==> src/rtl/crisp_pkg.sv <==
// Shared opcode constants and operand-select encoding for the ID->EX operand stage.
package crisp_pkg;

  localparam logic [6:0] OPC_LUI    = 7'h37;
  localparam logic [6:0] OPC_AUIPC  = 7'h17;
  localparam logic [6:0] OPC_JAL    = 7'h6F;
  localparam logic [6:0] OPC_JALR   = 7'h67;
  localparam logic [6:0] OPC_BRANCH = 7'h63;
  localparam logic [6:0] OPC_LOAD   = 7'h03;
  localparam logic [6:0] OPC_STORE  = 7'h23;
  localparam logic [6:0] OPC_OP_IMM = 7'h13;
  localparam logic [6:0] OPC_OP     = 7'h33;

  typedef enum logic [2:0] {
    SEL_RS,
    SEL_IMM,
    SEL_PC,
    SEL_ZERO,
    SEL_FOUR
  } op_sel_e;

  typedef struct packed {
    op_sel_e a;
    op_sel_e b;
  } op_sel_t;

  // Unknown opcodes fall through as register/register so the ALU sees raw sources.
  function automatic op_sel_t decode_sel(input logic [6:0] opcode);
    op_sel_t sel;
    sel.a = SEL_RS;
    sel.b = SEL_RS;
    case (opcode)
      OPC_OP_IMM, OPC_LOAD, OPC_STORE, OPC_JALR: sel.b = SEL_IMM;
      OPC_LUI: begin
        sel.a = SEL_ZERO;
        sel.b = SEL_IMM;
      end
      OPC_AUIPC: begin
        sel.a = SEL_PC;
        sel.b = SEL_IMM;
      end
      OPC_JAL: begin
        sel.a = SEL_PC;
        sel.b = SEL_FOUR;
      end
      default: ;
    endcase
    return sel;
  endfunction

endpackage

==> src/rtl/fwd_mux.sv <==
// Per-source bypass: picks EX/MEM, then MEM/WB, then the held register value; x0 is never bypassed.
module fwd_mux #(
  parameter int XLEN    = 32,
  parameter int RADDR_W = 5,
  parameter bit FWD_EN  = 1'b1
) (
  input  logic [RADDR_W-1:0] addr,
  input  logic [XLEN-1:0]    held,
  input  logic               exm_wb_en,
  input  logic [RADDR_W-1:0] exm_rd,
  input  logic [XLEN-1:0]    exm_data,
  input  logic               mwb_wb_en,
  input  logic [RADDR_W-1:0] mwb_rd,
  input  logic [XLEN-1:0]    mwb_data,
  output logic [XLEN-1:0]    fwd
);

  generate
    if (FWD_EN) begin : g_fwd
      always_comb begin
        fwd = held;
        if (addr != '0) begin
          if (exm_wb_en && (exm_rd == addr)) begin
            fwd = exm_data;
          end else if (mwb_wb_en && (mwb_rd == addr)) begin
            fwd = mwb_data;
          end
        end
      end
    end else begin : g_raw
      logic unused_fwd;
      assign unused_fwd = ^{addr, exm_wb_en, exm_rd, exm_data, mwb_wb_en, mwb_rd, mwb_data};
      assign fwd = held;
    end
  endgenerate

endmodule

==> src/rtl/id_ex_stage.sv <==
// ID->EX pipeline register: holds one decoded instruction, bypasses late results into its
// sources every cycle it is held, and presents opcode-selected ALU operands.
module id_ex_stage
  import crisp_pkg::*;
#(
  parameter int XLEN    = 32,
  parameter int RADDR_W = 5,
  parameter bit FWD_EN  = 1'b1
) (
  input  logic               clk,
  input  logic               rst_n,
  input  logic               flush,
  input  logic               id_valid,
  output logic               id_ready,
  input  logic [XLEN-1:0]    id_pc,
  input  logic [XLEN-1:0]    id_rs1_data,
  input  logic [XLEN-1:0]    id_rs2_data,
  input  logic [RADDR_W-1:0] id_rs1_addr,
  input  logic [RADDR_W-1:0] id_rs2_addr,
  input  logic [RADDR_W-1:0] id_rd_addr,
  input  logic [XLEN-1:0]    id_imm,
  input  logic [6:0]         id_opcode,
  input  logic [2:0]         id_funct3,
  input  logic [6:0]         id_funct7,
  input  logic               exm_wb_en,
  input  logic [RADDR_W-1:0] exm_rd,
  input  logic [XLEN-1:0]    exm_data,
  input  logic               mwb_wb_en,
  input  logic [RADDR_W-1:0] mwb_rd,
  input  logic [XLEN-1:0]    mwb_data,
  output logic               ex_valid,
  input  logic               ex_ready,
  output logic [XLEN-1:0]    ex_a,
  output logic [XLEN-1:0]    ex_b,
  output logic [6:0]         ex_opcode,
  output logic [2:0]         ex_funct3,
  output logic [6:0]         ex_funct7,
  output logic [RADDR_W-1:0] ex_rd,
  output logic [XLEN-1:0]    ex_pc,
  output logic [XLEN-1:0]    ex_store
);

  localparam logic [XLEN-1:0] CONST_FOUR = XLEN'(4);

  logic               valid_reg;
  logic [XLEN-1:0]    pc_reg;
  logic [RADDR_W-1:0] rs1_addr_reg;
  logic [RADDR_W-1:0] rs2_addr_reg;
  logic [RADDR_W-1:0] rd_reg;
  logic [XLEN-1:0]    imm_reg;
  logic [6:0]         opcode_reg;
  logic [2:0]         funct3_reg;
  logic [6:0]         funct7_reg;
  logic [XLEN-1:0]    rs1_val_reg;
  logic [XLEN-1:0]    rs2_val_reg;

  logic               capture;
  logic [RADDR_W-1:0] src_addr [2];
  logic [XLEN-1:0]    src_held [2];
  logic [XLEN-1:0]    src_fwd  [2];
  op_sel_t            sel;
  logic [XLEN-1:0]    a_next;
  logic [XLEN-1:0]    b_next;

  assign id_ready = !valid_reg || ex_ready;
  assign capture  = id_valid && id_ready;

  assign src_addr[0] = rs1_addr_reg;
  assign src_addr[1] = rs2_addr_reg;
  assign src_held[0] = rs1_val_reg;
  assign src_held[1] = rs2_val_reg;

  genvar gi;
  generate
    for (gi = 0; gi < 2; gi++) begin : g_src
      fwd_mux #(
        .XLEN    (XLEN),
        .RADDR_W (RADDR_W),
        .FWD_EN  (FWD_EN)
      ) u_fwd (
        .addr      (src_addr[gi]),
        .held      (src_held[gi]),
        .exm_wb_en (exm_wb_en),
        .exm_rd    (exm_rd),
        .exm_data  (exm_data),
        .mwb_wb_en (mwb_wb_en),
        .mwb_rd    (mwb_rd),
        .mwb_data  (mwb_data),
        .fwd       (src_fwd[gi])
      );
    end
  endgenerate

  // While stalled the source values absorb whatever is retiring, so a one-cycle writeback is not missed.
  always_ff @(posedge clk or negedge rst_n) begin
    if (!rst_n) begin
      valid_reg    <= 1'b0;
      pc_reg       <= '0;
      rs1_addr_reg <= '0;
      rs2_addr_reg <= '0;
      rd_reg       <= '0;
      imm_reg      <= '0;
      opcode_reg   <= '0;
      funct3_reg   <= '0;
      funct7_reg   <= '0;
      rs1_val_reg  <= '0;
      rs2_val_reg  <= '0;
    end else begin
      if (flush) begin
        valid_reg <= 1'b0;
      end else if (capture) begin
        valid_reg <= 1'b1;
      end else if (ex_ready) begin
        valid_reg <= 1'b0;
      end

      if (capture && !flush) begin
        pc_reg       <= id_pc;
        rs1_addr_reg <= id_rs1_addr;
        rs2_addr_reg <= id_rs2_addr;
        rd_reg       <= id_rd_addr;
        imm_reg      <= id_imm;
        opcode_reg   <= id_opcode;
        funct3_reg   <= id_funct3;
        funct7_reg   <= id_funct7;
        rs1_val_reg  <= id_rs1_data;
        rs2_val_reg  <= id_rs2_data;
      end else if (valid_reg && !ex_ready) begin
        rs1_val_reg <= src_fwd[0];
        rs2_val_reg <= src_fwd[1];
      end
    end
  end

  always_comb begin
    sel    = decode_sel(opcode_reg);
    a_next = '0;
    b_next = '0;
    case (sel.a)
      SEL_RS:   a_next = src_fwd[0];
      SEL_IMM:  a_next = imm_reg;
      SEL_PC:   a_next = pc_reg;
      SEL_FOUR: a_next = CONST_FOUR;
      default:  a_next = '0;
    endcase
    case (sel.b)
      SEL_RS:   b_next = src_fwd[1];
      SEL_IMM:  b_next = imm_reg;
      SEL_PC:   b_next = pc_reg;
      SEL_FOUR: b_next = CONST_FOUR;
      default:  b_next = '0;
    endcase
  end

  // Nothing leaks downstream while the stage is empty.
  assign ex_valid  = valid_reg;
  assign ex_a      = valid_reg ? a_next      : '0;
  assign ex_b      = valid_reg ? b_next      : '0;
  assign ex_store  = valid_reg ? src_fwd[1]  : '0;
  assign ex_opcode = valid_reg ? opcode_reg  : '0;
  assign ex_funct3 = valid_reg ? funct3_reg  : '0;
  assign ex_funct7 = valid_reg ? funct7_reg  : '0;
  assign ex_rd     = valid_reg ? rd_reg      : '0;
  assign ex_pc     = valid_reg ? pc_reg      : '0;

endmodule
==> config.mk <==
export PLATFORM = sky130hd
export DESIGN_NAME = id_ex_stage
export DESIGN_NICKNAME = d
export VERILOG_FILES = /design/src/rtl/crisp_pkg.sv /design/src/rtl/fwd_mux.sv /design/src/rtl/id_ex_stage.sv
export SDC_FILE = /design/constraint.sdc
export NUM_CORES = 1
export LEC_CHECK = 0
export BUFFER_PORTS_ARGS = -buffer_cell sky130_fd_sc_hd__buf_2
export CAP_MARGIN = 40
export CORE_MARGIN = 2
export CORE_UTILIZATION = 33
export CTS_CLUSTER_SIZE = 28
export DETAILED_ROUTE_END_ITERATION = 7
export PLACE_DENSITY = 0.68
export SYNTH_ARGS = -nofsm -noshare
export SYNTH_HDL_FRONTEND = slang
export SYNTH_SLANG_ARGS = --single-unit
==> constraint.sdc <==
create_clock -name clk -period 4.5 [get_ports clk]
set_clock_uncertainty 0.15 [all_clocks]
set_input_delay 0 -clock clk [delete_from_list [all_inputs] [get_ports clk]]
set_output_delay 0 -clock clk [all_outputs]
set_load 0.02 [all_outputs]
==> flow_summary_export.csv, run 1 <==
group,metric,value,unit
sta,fin_hold_ws,32.3,ps
synthesis,yosys_register_bits,161,
hold_path,hold_class,"primary input to register",
clock_network,clock-root-buffer,"clkbuf_16",
setup_path,worstReg2RegEnd,"rs2_val_reg[11]",
flow_run,cap_violations,0,
floorplan,rows,65,
sta,setup_viol,0,
synthesis,synthFlopType,"dfrtp_1",
floorplan,core_area,31500,um^2
global_routing,antenna_found_initial,8,
synthesis,yosysMostFrequentCell,"nand2_1",
global_routing,overflow,0,
drt,routedWlPerCell,22.2,um
drt,drc,0,
placement,portBuffers,392,
setup_path,worstSetupStartpointType,"register",
sta,maxSlewViolCount,0,
clock_network,cts_resized,0,
synthesis,yosysWarnings,0,
sta,rsz0062_at_grt,"no",
synthesis,yosys.area.top_type_share,0.383,
placement,gp_congestion,0.911,
floorplan,io_pins,393,
synthesis,syn_nets,1533,
clock_network,cts_inserted_buffers,17,
synthesis,yosys.area.top_type,"dfrtp_1",
setup_path,critPathKind,"register to register",
clock_network,clockBufferDepth,2,
sta,period_needed,3910,ps
placement,place_area,12800,um^2
setup_path,crit_start,"ex_valid",
global_routing,track_usage,0.300,
pwr,pwr-share-clk,0.317,
setup_path,cp-end-kind,"register",
global_routing,grt_pass1_vias,12900,
pwr,p_leak,7.58,nW
drt,drt_iter0_markers,1134,
sta,relSlewSlack,0.428,
synthesis,postSynth.asyncResetShare,1.00,
drt,ant_nets,0,
clock_network,cts.sinks,161,
drt,avgViaCountPerCell,5.69,
pwr,comb_power_share,0.313,
pwr,vdd_drop_max,254,uV
synthesis,synth_edf_count,0,
clock_network,clock_latency,440,ps
setup_path,cp_data_arrival_time,4150,ps
pwr,power.density,316,nW/um^2
finish,stdcell_area,15900,um^2
sta,hold_viol,0,
clock_network,path_clk_slew,70,ps
floorplan,fp.dieW,183,um
drt,wl,50.6,mm
placement,dp_hpwl,34.8,mm
setup_path,ff2ff_path_depth,9,
sta,tightest_slew,858,ps
global_routing,grt_max_degree,98,
floorplan,die_h,183,um
finish,area_delta_synth_final,50.9,%
finish,fin_nets,2101,
floorplan,die_area,33300,um^2
synthesis,synth_common_cells,"nand2_1, dfrtp_1, clkbuf_1, and2_1, inv_1",
finish,drive_gt1_frac,0.256,
setup_path,cp.required,4740,ps
synthesis,synth.distinct_cells,55,
setup_path,r2r_slack,590,ps
synthesis,syn_avg_cell_area,8.15,um^2
sta,fin_crit_sh,0.870,
synthesis,synth_cells,1292,
synthesis,syn_area,10500,um^2
clock_network,cts_tree,"yes",
global_routing,grt_pass1_wl,76.8,mm
floorplan,start_util,0.334,
sta,setup_tns,0,ps
synthesis,synthTopCellsByArea,"dfrtp_1, nand2_1, and2_1",
synthesis,yosysSeqAreaShare,0.383,
pwr,netSwitchingFraction,0.348,
clock_network,htree_levels,4,
setup_path,reg2reg_from,"ex_valid",
outcome,status,"complete, no violations",
setup_path,cp_max_fo,68,
sta,timing.fmax,256,MHz
pwr,p_sw,0.00175,W
drt,drt-pass1-iter-count,6,
pwr,power.internal,0.00327,W
pwr,seqPwrFrac,0.370,
setup_path,endpoint,"rs2_val_reg[11]",
drt,num_vias,13000,
## placed cells by master, fill, tap and decap left out, types with 5 or more instances in the layout
cell	count
and2_1	79
diode_2	6
inv_1	62
dlygate4sd3_1	241
a32oi_1	21
a22oi_1	32
dfrtp_1	160
o21ai_0	55
o211ai_1	30
o22ai_1	32
buf_4	25
o2111ai_1	5
nor2_1	11
a21oi_1	40
o21a_1	7
a31oi_1	12
o31ai_1	8
and3_1	25
nand2_1	334
a211oi_1	30
o2bb2ai_1	31
nor3_1	32
a32o_1	30
xnor2_1	20
nand3_1	12
a221o_1	35
clkbuf_16	17
o2111a_1	24
buf_2	391
## layout make-up
class	instances	area, um^2
well taps	402	503
multi-input cells	953	5780
clock buffers	19	453
repair buffers	665	4700
diodes	6	15.0
flip-flops and latches	161	4030
clock inverters	13	173
fillers	2905	15600
inverters	62	233
## stage by stage
step,cells,power (W),setup WS (ps),util
4_1_cts,2275,0.00500,655,0.504
3_3_place_gp,1997,0.00314,1530,0.405
6_report,2281,0.00502,586,0.505
5_1_grt,2277,0.00526,451,0.504
3_5_place_dp,2001,0.00317,1490,0.407
2_1_floorplan,1292,0.00262,2150,-
## what timing repair did
action,CTS,global route
setup buffers,0,0
hold buffers,242,0
setup endpoints to repair,0,0
hold endpoints to repair,257,0
## critical path, cell delays in order, from the launching register on
cell           delay [ps]
dfrtp_2               350
inv_1                 200
nor2_4                290
inv_1                 200
nand2_4               660
buf_4                 450
o22ai_1               130
dlygate4sd3_1         590
a211oi_1              210
dlygate4sd3_1         580
## how the worst min path moves through the flow
stage | start | to | slack, ps | cells after the start
2_1_floorplan | rst_n | ex_valid | -450 | 0
3_3_place_gp | rst_n | rs2_val_reg[15] | -120 | 1
3_5_place_dp | rst_n | rs2_val_reg[15] | -120 | 1
4_1_cts | exm_data[24] | rs1_val_reg[24] | 2 | 4
5_1_grt | exm_data[24] | rs1_val_reg[24] | 60 | 4
6_report | exm_data[12] | rs1_val_reg[12] | 30 | 4
## power by group through the flow
stage,combinational [W],clock [W],sequential [W]
detailed placement,0.00130,0,0.00187
floorplan,0.000813,0,0.00181
global route,0.00170,0.00167,0.00188
finish,0.00157,0.00159,0.00186
global placement,0.00127,0,0.00187
CTS,0.00154,0.00161,0.00185
## metal layers
layer	global-route usage	part of all wire	vias to the layer above
li1	-	-	5839
met1	0.395	0.42	6251
met2	0.468	0.45	742
met3	0.0696	0.082	130
met4	0.138	0.041	6
met5	0	0.00079	-
## cells by family after synthesis
kind of cell / after synthesis / share of synthesized area
simple gates: 522 / 0.229
compound gates: 410 / 0.297
buf+inv: 178 / 0.0741
flops: 161 / 0.383
xor+xnor: 20 / 0.0166
mux: 1 / 0.000951
Power figures use the tool's default switching activity.
==> inputs of run 2 (changes only) <==
--- a/config.mk
+++ b/config.mk
@@ -11,7 +11,7 @@
 export CORE_UTILIZATION = 33
 export CTS_CLUSTER_SIZE = 28
 export DETAILED_ROUTE_END_ITERATION = 7
-export PLACE_DENSITY = 0.68
+export PLACE_DENSITY = 0.71
 export SYNTH_ARGS = -nofsm -noshare
 export SYNTH_HDL_FRONTEND = slang
 export SYNTH_SLANG_ARGS = --single-unit
==> constraint.sdc (replaced) <==
create_clock -name clk -period 3.4 [get_ports clk]
set_clock_uncertainty 0.15 [all_clocks]
set_input_delay 0 -clock clk [delete_from_list [all_inputs] [get_ports clk]]
set_output_delay 0 -clock clk [all_outputs]
set_load 0.02 [all_outputs]
==> run 2 against run 1 <==
Routed wire length up 1.7%. Non-clock buffer count up 10. Sequential power up 32%. Critical path depth unchanged. Clock power up 36%. Cell count up 0.22%. Worst setup slack worse by 440 ps. Flip-flop and latch count unchanged. Critical path type unchanged. Largest power group unchanged. Highest routed layer is now met4.
==> flow_summary_export.csv, run 2 (same netlist as run 1, synthesis figures left out) <==
group,metric,value,unit
setup_path,cp.required,3640,ps
placement,dp_hpwl,35.7,mm
clock_network,cts_tree,"yes",
finish,final-seq-area,4030,um^2
finish,drive_gt1_frac,0.260,
global_routing,grt_pass1_wl,76.6,mm
drt,avgViaCountPerCell,5.81,
clock_network,htree_levels,4,
clock_network,clock_latency,450,ps
sta,relSlewSlack,0.383,
global_routing,grt_max_degree,82,
finish,final_common_cell,"buf_2",
floorplan,start_util,0.334,
setup_path,cp_slowest_cell,"dlygate4sd3_1",
global_routing,grt_pass1_vias,12900,
clock_network,cts_inserted_buffers,17,
floorplan,die_area,33300,um^2
drt,drt_iter0_markers,1312,
hold_path,hold_class,"primary input to async pin",
placement,dpl_worst_slack,747,ps
sta,setup_slack,149,ps
placement,gp_congestion,0.948,
floorplan,io_pins,393,
sta,period_needed,3250,ps
pwr,vdd_drop_max,337,uV
floorplan,core_area,31500,um^2
flow_run,cap_violations,0,
sta,fin_crit_sh,0.956,
sta,tightest_slew,923,ps
global_routing,antenna_found_initial,3,
setup_path,cp-end-kind,"register",
drt,wl,51.5,mm
drt,ant_nets,0,
placement,portBuffers,392,
setup_path,critPathKind,"register to register",
pwr,power.density,422,nW/um^2
sta,hold_viol,0,
finish,multi_input_comb_area,5800,um^2
clock_network,path_clk_slew,70,ps
setup_path,cp_slowest_stage_delay,590,ps
sta,rsz0062_at_grt,"yes",
drt,drc,0,
clock_network,cts.sinks,161,
clock_network,clockBufferDepth,2,
floorplan,rows,65,
global_routing,overflow,0,
sta,timing.fmax,308,MHz
setup_path,crit_chain,"inv_1, nor2_4, inv_1, nand2_8, buf_12, o22ai_1, dlygate4sd3_1, a211oi_1, dlygate4sd3_1",
sta,maxSlewViolCount,0,
drt,num_vias,13300,
finish,fill_cells,2880,
sta,setup_viol,0,
placement,placed_cells,2013,
outcome,status,"complete, no violations",
drt,drt-pass1-iter-count,8,
pwr,p_leak,7.63,nW
sta,setup_tns,0,ps
setup_path,cp_max_fo,51,
finish,final_cell_count_no_fill,2286,
finish,area_delta_synth_final,51.6,%
finish,final_cell_mix,"buf_2, nand2_1, dlygate4sd3_1",
finish,fin_nets,2111,
clock_network,clock-root-buffer,"clkbuf_16",
global_routing,track_usage,0.300,
floorplan,die_h,183,um
setup_path,cp_data_arrival_time,3490,ps
drt,routedWlPerCell,22.5,um
setup_path,worstSetupStartpointType,"register",
floorplan,fp.dieW,183,um
run 2: final cells by class:
class | count | share of cell area
repair buffers | 675 | 0.297
diodes | 1 | 0.000157
flip-flops and latches | 161 | 0.253
well taps | 402 | 0.0315
multi-input cells | 953 | 0.364
clock buffers | 21 | 0.0295
inverters | 62 | 0.0146
clock inverters | 11 | 0.0111
run 2: per-layer routing:
layer	vias up	track usage	routed length, um
met1	6394	0.384	21000
li1	5842	-	-
met2	891	0.481	23900
met4	0	0.130	1990
met5	-	0	0
met3	148	0.0740	4620
run 2: repair_timing:
item,4_1_cts,5_1_grt
gates resized for setup,0,4
setup endpoints to repair,0,25
hold endpoints to repair,240,0
setup buffers,0,0
hold buffers,240,0
run 2: through the flow:
stage	cell area, um^2	total power [W]	hold WS [ps]	util
after floorplan	10500	0.00347	-446	-
after global placement	12900	0.00419	-36.0	0.409
after detailed placement	12900	0.00422	-32.4	0.409
after CTS	15900	0.00669	6.46	0.506
after global routing	16000	0.00702	39.8	0.507
final	16000	0.00673	8.96	0.507
run 2: where the power goes:
part | switching [W] | total (W) | internal (W)
registers | 0.000251 | 0.00246 | 0.00221
clock network | 0.000874 | 0.00217 | 0.00129
logic | 0.00119 | 0.00210 | 0.000911
run 2: path summary, 6_finish.rpt:
kind	from	to	slack (ps)	cells after the start
hold reg to reg	pc_reg[25]	pc_reg[25]	320	2
setup reg to reg	ex_valid	rs2_val_reg[19]	150	9
setup / recovery	ex_valid	rs2_val_reg[19]	150	9
max in group asynchronous	rst_n	pc_reg[12]	2160	3
min in group clk	exm_data[15]	rs1_val_reg[15]	20	4
hold / removal	rst_n	imm_reg[16]	9	2
run 2: critical path, delay by kind of cell, from the launching register on:
family | cells | cell delay [ps]
buffers and inverters | 5 | 1740
AO/OA/AOI/OAI | 2 | 310
AND/OR/NAND/NOR | 2 | 600
flip-flops | 1 | 360
==> inputs of run 3 (changes only) <==
--- a/config.mk
+++ b/config.mk
@@ -6,12 +6,13 @@
 export NUM_CORES = 1
 export LEC_CHECK = 0
 export BUFFER_PORTS_ARGS = -buffer_cell sky130_fd_sc_hd__buf_2
-export CAP_MARGIN = 40
+export CAP_MARGIN = 20
 export CORE_MARGIN = 2
 export CORE_UTILIZATION = 33
 export CTS_CLUSTER_SIZE = 28
 export DETAILED_ROUTE_END_ITERATION = 7
 export PLACE_DENSITY = 0.71
+export REMOVE_ABC_BUFFERS = 1
 export SYNTH_ARGS = -nofsm -noshare
 export SYNTH_HDL_FRONTEND = slang
 export SYNTH_SLANG_ARGS = --single-unit
==> run 3 against run 2 <==
Via count rose by 2.2%. Die area did not move. Non-clock buffer count rose by 13. Utilization rose by 0.78 points. Total power rose by 0.73%. Sequential power barely moved. Fmax fell by 1.0%. Critical endpoint is now rs2_val_reg[22]. Largest power group unchanged.
==> flow_summary_export.csv, run 3 (same netlist as run 1, synthesis figures left out) <==
group,metric,value,unit
pwr,vdd_drop_max,343,uV
sta,relSlewSlack,0.250,
flow_run,cap_violations,0,
sta,setup_tns,0,ps
drt,routedWlPerCell,22.3,um
setup_path,cp.required,3570,ps
sta,timing.fmax,304,MHz
finish,drive_gt1_frac,0.263,
global_routing,track_usage,0.297,
setup_path,critPathKind,"register to register",
drt,ant_nets,0,
drt,drt-pass1-iter-count,8,
setup_path,crit_top_cell,"inv_1",
sta,hold_viol,0,
global_routing,overflow,0,
clock_network,path_clk_slew,70,ps
outcome,status,"complete, no violations",
drt,num_vias,13600,
finish,final_cell_mix,"buf_2, nand2_1, dlygate4sd3_1",
sta,maxSlewViolCount,0,
global_routing,grtUsageMet2,0.492,
floorplan,die_area,33300,um^2
setup_path,cp_max_fo,29,
sta,tightest_slew,1120,ps
hold_path,hold_class,"primary input to register",
floorplan,start_util,0.334,
floorplan,fp.dieW,183,um
drt,wl,51.3,mm
floorplan,core_area,31500,um^2
placement,gp_congestion,0.854,
global_routing,grt_pass1_wl,76.8,mm
placement,placed_cells,2008,
setup_path,cp_data_arrival_time,3450,ps
global_routing,antenna_found_initial,0,
setup_path,worstSetupStartpointType,"register",
sta,setup_viol,0,
clock_network,cts.sinks,161,
pwr,p_leak,7.75,nW
clock_network,htree_levels,4,
finish,final_cell_count_no_fill,2298,
drt,avgViaCountPerCell,5.90,
placement,dp_hpwl,32.8,mm
global_routing,grt_max_degree,68,
setup_path,cp-end-kind,"register",
drt,drt_iter0_markers,1460,
clock_network,clockBufferDepth,2,
finish,fin_nets,2124,
finish,antenna_cells,0,
finish,final_common_cell,"buf_2",
sta,period_needed,3290,ps
floorplan,io_pins,393,
setup_path,cp_top_family,"compound AO/OA/AOI/OAI gates",
global_routing,grtUsageMet1,0.354,
sta,fin_crit_sh,0.966,
finish,fill_cells,2804,
setup_path,crit_chain,"inv_1, nor2_4, inv_1, and2_4, a21oi_4, a221oi_1, dlygate4sd3_1",
placement,portBuffers,392,
pwr,power.density,418,nW/um^2
finish,area_delta_synth_final,53.9,%
setup_path,cp_slowest_cell,"a21oi_4",
pwr,power.total,0.00678,W
setup_path,worst-path-buf-inv,3,
global_routing,grt_pass1_vias,13800,
drt,drc,0,
setup_path,cp_slowest_stage_delay,880,ps
floorplan,die_h,183,um
clock_network,cts_tree,"yes",
global_routing,use_met3,0.0710,
floorplan,rows,65,
global_routing,grt_busiest_layer,"met2",
clock_network,clock_latency,440,ps
clock_network,cts_inserted_buffers,17,
clock_network,clock-root-buffer,"clkbuf_16",
sta,rsz0062_at_grt,"yes",
==> run 3: worst register-to-register path, delay by kind of cell, from the launching register on <==
kind	cells	cell delay [ps]
compound gates	2	1110
flops	1	360
simple gates	2	530
buf+inv	3	1010
==> run 3: per-stage QoR <==
step	cell area (um^2)	hold slack, ps	setup WS (ps)	utilization
6_report	16200	137	115	0.515
5_1_grt	16200	131	-26.4	0.515
3_3_place_gp	12900	-145	504	0.411
2_1_floorplan	9980	-446	-2140	-
4_1_cts	16200	120	77.9	0.514
3_5_place_dp	12900	-145	395	0.411
==> run 3: power breakdown <==
group / total [W] / switching, W / internal, W / leakage [nW]
registers: 0.00246 / 0.000247 / 0.00221 / 1.95
logic: 0.00215 / 0.00123 / 0.000919 / 5.49
clock network: 0.00217 / 0.000892 / 0.00128 / 0.311
total: 0.00678 / 0.00237 / 0.00441 / 7.75
==> run 3: final timing paths <==
path	from	end	slack, ps	cells after the start
worst max register to register	ex_valid	rs2_val_reg[22]	110	7
max in group asynchronous	rst_n	opcode_reg[0]	2020	4
worst min register to register	rd_reg[1]	rd_reg[1]	320	2
worst min-delay path	id_rs1_addr[4]	rs1_addr_reg[4]	140	4
worst max-delay path	ex_valid	rs2_val_reg[22]	110	7
min in group asynchronous	rst_n	rs1_val_reg[23]	540	4
==> run 3: metal layers <==
layer	wire length, um	share of wire	vias up
met2	24100	0.47	1098
met4	2820	0.055	0
li1	-	-	5877
met5	0	0	-
met3	5140	0.10	239
met1	19200	0.37	6351
==> run 3: cell type report <==
type                       count  area [um^2]  area share
clock inverter                12          181      0.0112
tap                          402          503      0.0311
multi-input combinational    953         5850       0.361
clock buffer                  20          457      0.0282
inverter                      62          233      0.0144
sequential                   161         4030       0.249
timing repair buffer         688         4940       0.305
==> run 3: timing repair <==
item / 4_1_cts / 5_1_grt
resized for setup: 1 / 3
pin swaps: 1 / 1
hold endpoints to repair: 281 / 0
endpoints found under the setup margin: 19 / 44
cloned: 0 / 0
hold buffers: 256 / 0
buffers inserted: 1 / 1
